<file path="src/rtl/mic_dac_scheduler.sv">
// Buffers mic3 samples in a small FIFO and replays them to DA2 on a fixed sample-rate tick.
// Optional macro PEAK_HOLD_EN adds a peak-magnitude output over accepted samples.
module mic_dac_scheduler #(
    parameter int DEPTH_LOG2 = 3,
    parameter int SAMPLE_DIV = 2500,
    parameter int PRIME_LVL  = 4
) (
    input  logic                  clk,
    input  logic                  rst,
    input  logic                  en,
    input  logic                  mute,
    input  logic                  clr_flags,
    output logic                  mic_en,
    input  logic [11:0]           mic_data,
    input  logic                  mic_valid,
    input  logic                  dac_ready,
    output logic                  dac_update,
    output logic [11:0]           dac_data,
    output logic [DEPTH_LOG2:0]   fill,
`ifdef PEAK_HOLD_EN
    output logic [10:0]           peak,
`endif
    output logic                  overflow,
    output logic                  underflow
);

    localparam int DEPTH = 1 << DEPTH_LOG2;
    localparam int CW    = (SAMPLE_DIV > 1) ? $clog2(SAMPLE_DIV) : 1;
    localparam logic [DEPTH_LOG2:0] FULL_CNT  = (DEPTH_LOG2+1)'(DEPTH);
    localparam logic [DEPTH_LOG2:0] PRIME_CNT = (DEPTH_LOG2+1)'(PRIME_LVL);
    localparam logic [CW-1:0]       TC        = CW'(SAMPLE_DIV - 1);

    // state | meaning
    // IDLE  | path disabled, FIFO empty, mic gated off
    // PRIME | mic enabled, filling FIFO up to PRIME_LVL
    // RUN   | sample-rate tick active, FIFO drained into DAC
    typedef enum logic [1:0] {IDLE, PRIME, RUN} state_t;

    state_t                 state;
    logic [CW-1:0]          cnt;
    logic                   pending;
    logic [DEPTH_LOG2-1:0]  wr_ptr;
    logic [DEPTH_LOG2-1:0]  rd_ptr;
    logic [11:0]            mem [DEPTH];

    logic active, empty, full, tick, pop, push, drop;

    assign active = en && (state != IDLE);
    assign empty  = (fill == '0);
    assign full   = (fill == FULL_CNT);
    assign tick   = en && (state == RUN) && (cnt == TC);
    assign pop    = en && (state == RUN) && dac_ready && !empty && (pending || tick);
    assign push   = active && mic_valid && (!full || pop);
    assign drop   = active && mic_valid && full && !pop;

    always_ff @(posedge clk) begin
        if (push)
            mem[wr_ptr] <= mic_data;
    end

    always_ff @(posedge clk or posedge rst) begin
        if (rst) begin
            state      <= IDLE;
            mic_en     <= 1'b0;
            cnt        <= '0;
            pending    <= 1'b0;
            wr_ptr     <= '0;
            rd_ptr     <= '0;
            fill       <= '0;
            dac_update <= 1'b0;
            dac_data   <= 12'h800;
            overflow   <= 1'b0;
            underflow  <= 1'b0;
        end else begin
            dac_update <= pop;
            if (pop)
                dac_data <= mute ? 12'h800 : mem[rd_ptr];
            overflow  <= drop || (overflow && !clr_flags);
            underflow <= (tick && empty) || (underflow && !clr_flags);

            if (!en) begin
                // disable flushes the FIFO but keeps the last DAC value on the output
                state   <= IDLE;
                mic_en  <= 1'b0;
                cnt     <= '0;
                pending <= 1'b0;
                wr_ptr  <= '0;
                rd_ptr  <= '0;
                fill    <= '0;
            end else begin
                mic_en <= 1'b1;
                case (state)
                    IDLE:  state <= PRIME;
                    PRIME: if (fill >= PRIME_CNT) begin
                               state <= RUN;
                               cnt   <= '0;
                           end
                    RUN:   cnt <= tick ? '0 : cnt + CW'(1);
                    default: state <= IDLE;
                endcase

                if (push)
                    wr_ptr <= wr_ptr + 1'b1;
                if (pop)
                    rd_ptr <= rd_ptr + 1'b1;
                if (push && !pop)
                    fill <= fill + 1'b1;
                else if (pop && !push)
                    fill <= fill - 1'b1;

                // ticks arriving while a pop is already owed are absorbed
                if (pop)
                    pending <= 1'b0;
                else if (tick && !empty)
                    pending <= 1'b1;
            end
        end
    end

`ifdef PEAK_HOLD_EN
    logic [11:0] diff;
    logic [10:0] mag;

    always_comb begin
        diff = 12'h800 - mic_data;
        if (mic_data[11])
            mag = mic_data[10:0];
        else
            mag = diff[11] ? 11'h7FF : diff[10:0];
    end

    always_ff @(posedge clk or posedge rst) begin
        if (rst)
            peak <= '0;
        else if (clr_flags)
            peak <= push ? mag : 11'h000;
        else if (push && (mag > peak))
            peak <= mag;
    end
`endif

endmodule

</file>
<file path="config.mk">
export PLATFORM = sky130hd
export DESIGN_NAME = mic_dac_scheduler
export DESIGN_NICKNAME = d
export VERILOG_FILES = /design/src/rtl/mic_dac_scheduler.sv
export SDC_FILE = /design/constraint.sdc
export NUM_CORES = 1
export LEC_CHECK = 0
export CELL_PAD_IN_SITES_DETAIL_PLACEMENT = 1
export CELL_PAD_IN_SITES_GLOBAL_PLACEMENT = 1
export CORE_ASPECT_RATIO = 1.75
export CORE_MARGIN = 10
export CORE_UTILIZATION = 54
export CTS_CLUSTER_SIZE = 12
export DETAILED_ROUTE_END_ITERATION = 7
export PLACE_DENSITY = 0.86
export SLEW_MARGIN = 15
export SYNTH_ARGS = -nofsm -noshare
export SYNTH_HDL_FRONTEND = slang
export SYNTH_SLANG_ARGS = --single-unit
</file>
<file path="constraint.sdc">
create_clock -name clk -period 8.75 [get_ports clk]
set_clock_uncertainty 0.1 [all_clocks]
set_input_delay 1.3125 -clock clk [delete_from_list [all_inputs] [get_ports clk]]
set_output_delay 1.3125 -clock clk [all_outputs]
set_load 0.01 [all_outputs]
</file>
==> impl_results.md <==
- Status: finished clean
- Initial drt markers: 162
- CTS resizes: 0
- Min cycle time layout: 5.00 ns
- Synth top area share: 0.509
- Core Area: 10,300 um^2
- Async S/R FF share, synth: 0.299
- Post-Syn Instances: 343
- RSZ-0062 raised after global routing: false
- Die H: 156 um
- CTS Sinks: 137
- Rel. slew slack: 0.221
- Final Hold Viols: 0
- TritonCTS clock tree: yes
- GPL Wtd Cong: 0.761
- CP startpoint kind: input pin
- Primary FF master, synth: edfxtp_1
- Most frequent cells after synthesis: 96 x edfxtp_1, 40 x dfrtp_1, 24 x mux4_2, 23 x nand2_1
- Post-Syn Area: 5670 um^2
- Comb power frac: 0.065
- Synth Register Bits: 137
- DR DRC count: 0
- Post-synthesis cell type count: 52
- Boundary pin count: 39
- Initial Utilization: 0.550
- IO buf count: 38
- Setup crit end kind: flip-flop
- WP data required: 8.96 ns
- Hold WC Path Type: flip-flop to flip-flop
- Number of CTS-inserted buffers: 17
- NetSw: 0.371 mW
- Final nets: 414
- Critical path class: input pin to flip-flop
- Post-DR vias/cell: 6.01
- Wire per inst: 23.9 um
- Antenna viol nets, final: 0
- Detailed placement HPWL: 8690 um
- Row count: 49
- Critical path data arrival time: 5.21 ns
- Root Buffer: clkbuf_16
- Power Internal: 1.16 mW
- First-pass GRT wire length: 20,400 um
- Setup TNS: 0 ns
- Max Fanout on Critical Path: 20
- Worst-path clk slew: 0.06 ns
- Synth area leaders: edfxtp_1 51%, dfrtp_1 18%, mux4_2 9.5%
- Diodes inserted: 0
- Leading area contributor after synthesis: edfxtp_1
- Drt pass-1 iters: 4
- Max incr delay on CP: 0.84 ns
- Top delay family on crit path: simple AND/OR/NAND/NOR gates
- Syn-to-layout area delta: 19.0%
- Clock power share: 0.460
- Worst path slowest cell: clkdlybuf4s50_1
- Post-route core utilization: 0.655
- Number of synthesized flops with an enable pin: 96
- Tightest Pin Transition: 1.17 ns
- GRT overflow: 0
- Final period utilization: 0.571
- Maxcap violations: 0
- Die width: 97.4 um
- Buf/Inv on CP: 2
- H-tree depth: 4
- Peak supply drop: 0.000182 V
- Largest net degree at the start of global routing: 42
- Fillcell total: 897
- Hold_buf cts: 0
- Layout cell share with drive strength beyond 1: 0.206
- Net count after synthesis: 368
- Count leader, synth: edfxtp_1
- Area of the die: 15,200 um^2
- CTS max path bufs: 2
- Crit path cell chain: clkdlybuf4s50_1, nand3b_2, nor3b_1, nand2_2, inv_2, or3_1, ha_1, a21o_1, a21oi_1, a211oi_1, a211o_1, o211ai_1
- Pleak: 2.37 nW
- Pins Over Slew Limit: 0
- Detailed-route wire length: 12,600 um
- Worst skew pair latency: 0.42 ns
- Sequential share of power: 0.475
- Vias in the first global route: 3,623
- Multi-input logic area: 1650 um^2
- Via Count: 3,181
- Initial antenna violation count: 0
- Register area share after synthesis: 0.690
- FMAX: 200 MHz
- Final setup fails: 0
- Synthesized area per cell: 16.5 um^2
- Gr usage total: 0.173
- Switching Fraction: 0.243
- PwrDens: 226 nW/um^2
- Yosys Warn Count: 0
- Storage element area: 3910 um^2
- Setup bufs post-CTS: 0
## state kept, by name (all words and copies together), names as in the netlist
| signal | flops |
|---|---|
| dac_update | 1 |
| overflow | 1 |
| underflow | 1 |
| cnt | 12 |
| fill | 4 |
| pending | 1 |
| wr_ptr | 3 |
| mem | 96 |
| dac_data | 12 |
| rd_ptr | 3 |
| state | 2 |
| mic_en | 1 |
## power groups by stage
stage | logic [mW] | clock network (mW) | registers (mW)
after floorplan | 0.0557 | 0 | 0.735
after global placement | 0.0909 | 0 | 0.737
after detailed placement | 0.0986 | 0 | 0.738
after CTS | 0.101 | 0.712 | 0.726
after global routing | 0.110 | 0.745 | 0.727
final | 0.100 | 0.702 | 0.726
## final cells by class
class                           instances  area share
Tap cell                              127      0.0236
Clock inverter                         15      0.0232
Sequential cell                       137       0.580
Clock buffer                           17      0.0631
Timing Repair Buffer                   41      0.0597
Inverter                               12     0.00668
Multi-Input combinational cell        180       0.244
## cells in the final DEF (no fill, tap or decap), types with 7 or more instances in the layout
| master | count |
|---|---|
| nor2_1 | 13 |
| mux2_2 | 11 |
| clkbuf_16 | 17 |
| a22o_1 | 12 |
| mux4_2 | 24 |
| clkdlybuf4s50_1 | 38 |
| a21oi_1 | 9 |
| edfxtp_1 | 96 |
| dfrtp_1 | 40 |
| nand3_1 | 7 |
| nand2_1 | 23 |
| o21ai_0 | 14 |
| inv_1 | 9 |
## path summary, 6_finish.rpt
| check | from | to | slack [ns] | cells after the start |
|---|---|---|---|---|
| max | en | fill[3]$_DFFE_PP0P_ | 3.75 | 12 |
| min | overflow$_DFF_PP0_ | overflow$_DFF_PP0_ | 0.41 | 1 |
| max reg2reg | state[0]$_DFFE_PP0P_ | fill[3]$_DFFE_PP0P_ | 4.96 | 11 |
| min reg2reg | overflow$_DFF_PP0_ | overflow$_DFF_PP0_ | 0.41 | 1 |
| max in group asynchronous | rst | dac_data[11]$_DFFE_PP1P_ | 6.93 | 3 |
| min in group asynchronous | rst | cnt[8]$_DFFE_PP0P_ | 1.23 | 3 |
## cells by family after synthesis
group                    after synthesis  synth area share
flip-flops                           137             0.690
AO/OA/AOI/OAI                         55            0.0709
AND/OR/NAND/NOR                       72            0.0682
adder cells (fa/ha/maj)                6            0.0146
buffers and inverters                 26            0.0199
multiplexers                          39             0.124
XOR/XNOR                               8            0.0124
## layer usage
layer / GRT usage / vias up / share of wire
met2: 0.317 / 75 / 0.57
met4: 0.0716 / 0 / 0.019
li1: - / 1431 / -
met3: 0.0443 / 24 / 0.046
met1: 0.185 / 1651 / 0.37
met5: 0 / - / 0
## through the flow
stage               total power, mW  worst slack, ns  cells  hold slack [ns]  area [um^2]
floorplan                     0.791             5.04    343            0.390         5670
global placement              0.828             3.81    497            0.380         6160
CTS                            1.54             3.77    529            0.412         6740
global route                   1.58             3.46    529            0.437         6750
finish                         1.53             3.75    529            0.410         6750
detailed placement            0.837             3.50    497            0.395         6160
Power figures use the tool's default switching activity.
